--- src/rtl/bpf_alu_mc_if.sv ---
// Operand/result bundle between the BPF VM controller/datapath and the multi-cycle ALU.
// The controller drives operands and start; the ALU returns status, result and predicates.
interface bpf_alu_mc_if #(
    parameter int WIDTH = 32
);
    logic [WIDTH-1:0] A;
    logic [WIDTH-1:0] B;
    logic [3:0]       ALU_sel;
    logic             start;
    logic             busy;
    logic             done;
    logic [WIDTH-1:0] ALU_out;
    logic             div_zero;
    logic             eq;
    logic             gt;
    logic             ge;
    logic             set;

    modport master (
        output A, B, ALU_sel, start,
        input  busy, done, ALU_out, div_zero, eq, gt, ge, set
    );

    modport slave (
        input  A, B, ALU_sel, start,
        output busy, done, ALU_out, div_zero, eq, gt, ge, set
    );
endinterface

--- src/rtl/bpf_alu_mc.sv ---
// BPF VM ALU with iterative shift-add multiply and restoring divide/modulus,
// start/done handshake, and live unsigned jump predicates (optionally registered).
//
// state | meaning
// IDLE  | waiting for start; predicates only
// MUL   | shift-add multiply, one multiplier bit per cycle
// DIV   | restoring divide, one quotient bit per cycle
// FIN   | result registered, done high for this one cycle
module bpf_alu_mc #(
    parameter int WIDTH       = 32,
    parameter bit PESSIMISTIC = 1'b0
) (
    input logic          clk,
    input logic          rst,
    bpf_alu_mc_if.slave  bus
);
    localparam int CW = (WIDTH > 2) ? $clog2(WIDTH) : 1;
    localparam logic [WIDTH-1:0] W_LIMIT = WIDTH'(WIDTH);

    localparam logic [3:0] OP_ADD = 4'h0;
    localparam logic [3:0] OP_SUB = 4'h1;
    localparam logic [3:0] OP_MUL = 4'h2;
    localparam logic [3:0] OP_DIV = 4'h3;
    localparam logic [3:0] OP_OR  = 4'h4;
    localparam logic [3:0] OP_AND = 4'h5;
    localparam logic [3:0] OP_SHL = 4'h6;
    localparam logic [3:0] OP_SHR = 4'h7;
    localparam logic [3:0] OP_NOT = 4'h8;
    localparam logic [3:0] OP_MOD = 4'h9;
    localparam logic [3:0] OP_XOR = 4'hA;

    typedef enum logic [1:0] {
        S_IDLE = 2'd0,
        S_MUL  = 2'd1,
        S_DIV  = 2'd2,
        S_FIN  = 2'd3
    } state_t;

    state_t           state_q, state_d;
    logic [WIDTH-1:0] opa_q, opa_d;
    logic [WIDTH-1:0] opb_q, opb_d;
    logic [WIDTH-1:0] acc_q, acc_d;
    logic [WIDTH-1:0] out_q, out_d;
    logic [3:0]       op_q, op_d;
    logic [CW-1:0]    cnt_q, cnt_d;
    logic             busy_q, busy_d;
    logic             done_q, done_d;
    logic             dz_q, dz_d;

    logic [WIDTH-1:0] single_res;
    logic [WIDTH:0]   rem_sh;
    logic [3:0]       pred_d;

    always_comb begin
        single_res = '0;
        case (bus.ALU_sel)
            OP_ADD:  single_res = bus.A + bus.B;
            OP_SUB:  single_res = bus.A - bus.B;
            OP_OR:   single_res = bus.A | bus.B;
            OP_AND:  single_res = bus.A & bus.B;
            OP_SHL:  single_res = (bus.B >= W_LIMIT) ? '0 : (bus.A << bus.B);
            OP_SHR:  single_res = (bus.B >= W_LIMIT) ? '0 : (bus.A >> bus.B);
            OP_NOT:  single_res = ~bus.A;
            OP_XOR:  single_res = bus.A ^ bus.B;
            default: single_res = '0;
        endcase
    end

    // Division reuses opa as the dividend/quotient shifter and acc as the partial remainder.
    always_comb begin
        state_d = state_q;
        opa_d   = opa_q;
        opb_d   = opb_q;
        acc_d   = acc_q;
        out_d   = out_q;
        op_d    = op_q;
        cnt_d   = cnt_q;
        dz_d    = dz_q;
        rem_sh  = {acc_q, opa_q[WIDTH-1]};

        case (state_q)
            S_IDLE: begin
                if (bus.start) begin
                    opa_d = bus.A;
                    opb_d = bus.B;
                    op_d  = bus.ALU_sel;
                    acc_d = '0;
                    cnt_d = CW'(WIDTH - 1);
                    dz_d  = 1'b0;
                    if (bus.ALU_sel == OP_MUL) begin
                        state_d = S_MUL;
                    end else if ((bus.ALU_sel == OP_DIV) || (bus.ALU_sel == OP_MOD)) begin
                        if (bus.B == '0) begin
                            out_d   = '0;
                            dz_d    = 1'b1;
                            state_d = S_FIN;
                        end else begin
                            state_d = S_DIV;
                        end
                    end else begin
                        out_d   = single_res;
                        state_d = S_FIN;
                    end
                end
            end
            S_MUL: begin
                if (opb_q[0]) begin
                    acc_d = acc_q + opa_q;
                end
                opa_d = opa_q << 1;
                opb_d = opb_q >> 1;
                cnt_d = cnt_q - 1'b1;
                if (cnt_q == '0) begin
                    out_d   = acc_d;
                    state_d = S_FIN;
                end
            end
            S_DIV: begin
                if (rem_sh >= {1'b0, opb_q}) begin
                    acc_d = rem_sh[WIDTH-1:0] - opb_q;
                    opa_d = {opa_q[WIDTH-2:0], 1'b1};
                end else begin
                    acc_d = rem_sh[WIDTH-1:0];
                    opa_d = {opa_q[WIDTH-2:0], 1'b0};
                end
                cnt_d = cnt_q - 1'b1;
                if (cnt_q == '0) begin
                    out_d   = (op_q == OP_MOD) ? acc_d : opa_d;
                    state_d = S_FIN;
                end
            end
            S_FIN: begin
                state_d = S_IDLE;
            end
            default: begin
                state_d = S_IDLE;
            end
        endcase

        busy_d = (state_d != S_IDLE);
        done_d = (state_d == S_FIN);
    end

    always_ff @(posedge clk) begin
        if (rst) begin
            state_q <= S_IDLE;
            opa_q   <= '0;
            opb_q   <= '0;
            acc_q   <= '0;
            out_q   <= '0;
            op_q    <= '0;
            cnt_q   <= '0;
            busy_q  <= 1'b0;
            done_q  <= 1'b0;
            dz_q    <= 1'b0;
        end else begin
            state_q <= state_d;
            opa_q   <= opa_d;
            opb_q   <= opb_d;
            acc_q   <= acc_d;
            out_q   <= out_d;
            op_q    <= op_d;
            cnt_q   <= cnt_d;
            busy_q  <= busy_d;
            done_q  <= done_d;
            dz_q    <= dz_d;
        end
    end

    assign bus.busy     = busy_q;
    assign bus.done     = done_q;
    assign bus.ALU_out  = out_q;
    assign bus.div_zero = dz_q;

    // Predicates follow the live operands regardless of any operation in flight.
    always_comb begin
        pred_d[3] = (bus.A == bus.B);
        pred_d[2] = (bus.A > bus.B);
        pred_d[1] = (bus.A >= bus.B);
        pred_d[0] = ((bus.A & bus.B) != '0);
    end

    generate
        if (PESSIMISTIC) begin : g_pred_reg
            logic [3:0] pred_q;
            always_ff @(posedge clk) begin
                if (rst) begin
                    pred_q <= '0;
                end else begin
                    pred_q <= pred_d;
                end
            end
            assign {bus.eq, bus.gt, bus.ge, bus.set} = pred_q;
        end else begin : g_pred_comb
            assign {bus.eq, bus.gt, bus.ge, bus.set} = pred_d;
        end
    endgenerate
endmodule

--- src/flat_wrapper.sv ---
// flat-port wrapper written by rule: the top's interface ports become plain ports
module bpf_alu_mc_flat 
#(
    parameter int WIDTH       = 32,
    parameter bit PESSIMISTIC = 1'b0
)
  (clk, rst, bus_A, bus_B, bus_ALU_sel, bus_start, bus_busy, bus_done, bus_ALU_out, bus_div_zero, bus_eq, bus_gt, bus_ge, bus_set);
  bpf_alu_mc_if #(.WIDTH(WIDTH)) bus_i ();
  input logic clk;
  input logic rst;
  input wire logic [$bits(bus_i.A)-1:0] bus_A;
  input wire logic [$bits(bus_i.B)-1:0] bus_B;
  input wire logic [$bits(bus_i.ALU_sel)-1:0] bus_ALU_sel;
  input wire logic [$bits(bus_i.start)-1:0] bus_start;
  output wire logic [$bits(bus_i.busy)-1:0] bus_busy;
  output wire logic [$bits(bus_i.done)-1:0] bus_done;
  output wire logic [$bits(bus_i.ALU_out)-1:0] bus_ALU_out;
  output wire logic [$bits(bus_i.div_zero)-1:0] bus_div_zero;
  output wire logic [$bits(bus_i.eq)-1:0] bus_eq;
  output wire logic [$bits(bus_i.gt)-1:0] bus_gt;
  output wire logic [$bits(bus_i.ge)-1:0] bus_ge;
  output wire logic [$bits(bus_i.set)-1:0] bus_set;
  assign bus_i.A = bus_A;
  assign bus_i.B = bus_B;
  assign bus_i.ALU_sel = bus_ALU_sel;
  assign bus_i.start = bus_start;
  assign bus_busy = bus_i.busy;
  assign bus_done = bus_i.done;
  assign bus_ALU_out = bus_i.ALU_out;
  assign bus_div_zero = bus_i.div_zero;
  assign bus_eq = bus_i.eq;
  assign bus_gt = bus_i.gt;
  assign bus_ge = bus_i.ge;
  assign bus_set = bus_i.set;
  bpf_alu_mc #(.WIDTH(WIDTH), .PESSIMISTIC(PESSIMISTIC)) u_core (.clk(clk), .rst(rst), .bus(bus_i));
endmodule
--- config.mk ---
export PLATFORM = sky130hd
export DESIGN_NAME = bpf_alu_mc_flat
export DESIGN_NICKNAME = d
export VERILOG_FILES = /design/src/rtl/bpf_alu_mc_if.sv /design/src/rtl/bpf_alu_mc.sv /design/src/flat_wrapper.sv
export SDC_FILE = /design/constraint.sdc
export NUM_CORES = 1
export LEC_CHECK = 0
export ABC_AREA = 1
export BUFFER_PORTS_ARGS = -buffer_cell sky130_fd_sc_hd__buf_2
export CAP_MARGIN = 20
export CORE_MARGIN = 5
export CORE_UTILIZATION = 25
export CTS_BUF_LIST = sky130_fd_sc_hd__clkbuf_16
export DETAILED_ROUTE_END_ITERATION = 12
export SLEW_MARGIN = 15
export SYNTH_ARGS = -nofsm -noshare
export SYNTH_HDL_FRONTEND = slang
export SYNTH_SLANG_ARGS = --single-unit
--- constraint.sdc ---
create_clock -name clk -period 11 [get_ports clk]
set_clock_uncertainty 0.15 [all_clocks]
set_input_delay 2.2 -clock clk [delete_from_list [all_inputs] [get_ports clk]]
set_output_delay 2.2 -clock clk [all_outputs]
set_load 0.01 [all_outputs]
==> summary.md <==
| Metric | Value |
|---|---|
| Yosys warns | 0 |
| Synth area leaders | nand2_1 (20%), dfxtp_1 (13%), ha_1 (9.7%) |
| # rows | 106 |
| Clk buf depth | 2 |
| IO buf count | 109 |
| Number of global-route vias before repair | 23,700 |
| P_leak | 0.0110 uW |
| Peak supply drop | 0.117 mV |
| Max-slew headroom | 0.189 |
| CP top delay family | compound AO/OA/AOI/OAI gates |
| Post-CTS Setup Bufs | 0 |
| Combinational fraction of design power | 0.513 |
| RSZ-0062 raised after global routing | false |
| Aggregate global routing overflow | 0 |
| Placer Congestion | 1.02 |
| Clk pin slew, worst setup/hold paths | 70 ps |
| Critical-path top delay cell | a2111oi_0 |
| Synth top area share | 0.195 |
| Post-route ant nets | 0 |
| Fraction of layout cells with a size suffix above 1 | 0.0735 |
| Outcome | complete, no violations |
| Final WS setup | 2740 ps |
| H-tree lvl count | 4 |
| Clock Power Share | 0.235 |
| HP Class | reg2reg |
| Worst-skew pair later-pin latency | 460 ps |
| Final Util | 0.277 |
| Final net count | 4,050 |
| Mapped Area | 0.0212 mm^2 |
| # hold bufs at CTS | 0 |
| Initial antenna violation count | 10 |
| TritonCTS Sinks | 142 |
| Routed vias/inst | 5.40 |
| Post-Syn Instances | 3,836 |
| Initial drt markers | 3,803 |
| Cell variety after synth | 63 |
| Pwr dens | 113 mW/mm^2 |
| Total CTS buffers | 17 |
| Largest net degree at the start of global routing | 104 |
| Switching pwr | 1340 uW |
| Area leader, netlist | nand2_1 |
| Hold Path End | u_core.opb_q[7]$_SDFFE_PP0P_ |
| Fmax | 0.121 GHz |
| Min-Delay Path Depth | 2 |
| Reg-to-reg startpoint | u_core.opb_q[24]$_SDFFE_PP0P_ |
| CP Launch Type | primary input |
| Clk root buf | clkbuf_16 |
| Die Span Y | 301 um |
| Power Total | 2630 uW |
| Flop-to-flop setup slack | 6850 ps |
| Syn avg cell area | 5.53 um^2 |
| Core outline area | 0.0838 mm^2 |
| CP cell instances | buf_2 > buf_4 > inv_2 > fa_1 > nand2_1 > nand2_1 > nand2_1 > nand2_1 > a21oi_1 > o21bai_1 > inv_1 > o21bai_1 > a2111oi_0 > nand2_1 > buf_2 |
| Die area | 0.0907 mm^2 |
| Fin. max-slew vios | 0 |
| Critical path arrival | 5910 ps |
| Worst Path Max Fanout | 75 |
| Setup TNS Final | 0 ps |
| Seq pwr share | 0.252 |
| Count leader, synth | nand2_1 |
| RR Endpoint | u_core.bus.ALU_out[31]$_SDFFE_PP0P_ |
| Die Width | 301 um |
| CP bufs+invs | 5 |
| EDFF count, synth | 0 |
| HPWL after detailed placement | 85,000 um |
| Crit-path most repeated cell | nand2_1 |
| # IOs | 110 |
| Pre-antenna DRT Iters | 6 |
| Area growth, synth to finish | 9.54% |
| CTS tree | built |
| Gr usage total | 0.224 |
| Final setup fails | 0 |
| Pre-CTS setup slack | 2850 ps |
| Hold Crit Start | u_core.opb_q[8]$_SDFFE_PP0P_ |
| Hold Vio Cnt, Final | 0 |
| Cell-internal power | 1300 uW |
| Worst path required time | 8650 ps |
| #FFs+latches synth | 142 |
| Cts repair resizes | 0 |
| Max cap viols | 0 |
| Total Wirelength | 107,000 um |
| Ys flop type | dfxtp_1 |
| Syn Nets | 4,075 |
| Wire per inst | 21.5 um |
| Crit path largest cell delay | 870 ps |
| Min Tclk post-route | 8260 ps |
| Final worst-path cycle share | 0.751 |
| Via count | 26,800 |
| Sw Ratio | 0.508 |
| Fraction of registers with async set/reset | 0 |
| Crit. End Element | output pin |
| Register area share after synthesis | 0.134 |
| Initial Util | 0.253 |
| Slew @ Worst Pin | 1190 ps |
| Top cells by count, synth | nand2_1 (1,102), inv_1 (420), a21oi_1 (354) |
| CP Class | in2out |
| DRC viols | 0 |
| Cell depth of the worst flop-to-flop path | 19 |
| First-pass GRT wire length | 156,000 um |
-- registers in the layout, summed over array words and instances, names as in the netlist --
signal               count
u_core.acc_q            32
u_core.bus.ALU_out      32
u_core.bus.busy          1
u_core.bus.div_zero      1
u_core.bus.done          1
u_core.cnt_q             5
u_core.op_q              4
u_core.opa_q            32
u_core.opb_q            32
u_core.state_q           2
-- power groups by stage --
| stage | Sequential (uW) | Combinational (uW) | Clock, uW |
|---|---|---|---|
| final | 663 | 1350 | 617 |
| after CTS | 661 | 1310 | 616 |
| after global routing | 670 | 1470 | 642 |
| after detailed placement | 672 | 1300 | 0 |
| after global placement | 673 | 1300 | 0 |
| after floorplan | 662 | 860 | 0 |
-- area by class of cell --
cell class,instances,area (um^2)
clock buffers,17,425
multi-input cells,3063,15900
repair buffers,145,832
well taps,1134,1420
inverters,442,1660
flip-flops and latches,142,2840
fillers,9750,60600
diodes,2,5.00
clock inverters,15,171
-- layout by cell type (no fill, tap or decap), types with 12 or more instances in the layout --
cell type / n
xor2_1: 19
a31oi_1: 43
buf_2: 109
ha_1: 163
xnor2_1: 18
nand2_1: 1102
nor3_1: 27
dfxtp_1: 142
clkbuf_16: 17
o211ai_1: 32
inv_1: 417
a221oi_1: 26
a21o_1: 18
nor4_1: 12
nand4_1: 42
nand2_2: 39
o21ai_1: 40
nand3_1: 352
o22ai_1: 22
inv_2: 18
a21oi_1: 354
buf_4: 34
o21ai_0: 289
o21bai_1: 22
o21a_1: 31
nor2_1: 322
-- worst reg2reg max path, stage by stage (launching register included) --
cell and delay, ps:
dfxtp_1 360, inv_1 90, ha_1 350, a21oi_1 270, a21boi_0 340, o21ai_0 160, a21oi_1 140, nand2_1 160
nand2_1 150, nand2_4 320, inv_2 600, nand2_1 90, nand2_1 170, nand2_1 70, nand2_1 70, nand2_1 50
nand2_1 60, nand3_1 260, nand2_1 150, inv_1 40
-- metal layers --
layer	up-vias	share of wire	global-route usage
li1	12600	-	-
met1	12400	0.45	0.329
met2	1552	0.39	0.315
met3	204	0.12	0.0588
met4	12	0.039	0.0737
met5	-	0.00079	0
-- how the worst max path moves through the flow --
stage	from	to	cells after the start
final	bus_B[1]	bus_ge	15
after global routing	bus_B[1]	bus_ge	15
after CTS	bus_B[1]	bus_ge	15
after detailed placement	bus_B[1]	bus_ge	15
after global placement	bus_B[1]	bus_ge	15
after floorplan	bus_B[1]	bus_ge	15
-- per-stage QoR --
step,hold WS (ps),area (um^2),instances
after floorplan,281,21200,3836
after global placement,299,22600,4924
after detailed placement,307,22600,4925
after CTS,322,23200,4957
after global routing,351,23200,4958
final,333,23200,4960
-- cells by family (layout without fill, tap and decap cells) --
family / count (synthesis) / in the layout / share of synthesized area
compound gates: 911 / 911 / 0.241
xor+xnor: 37 / 37 / 0.0153
fa+ha+maj: 168 / 168 / 0.101
buf+inv: 631 / 619 / 0.119
flops: 142 / 142 / 0.134
other cells: 0 / 2 / 0
simple gates: 1947 / 1947 / 0.390
No activity file was read; power rests on OpenSTA's default activity.
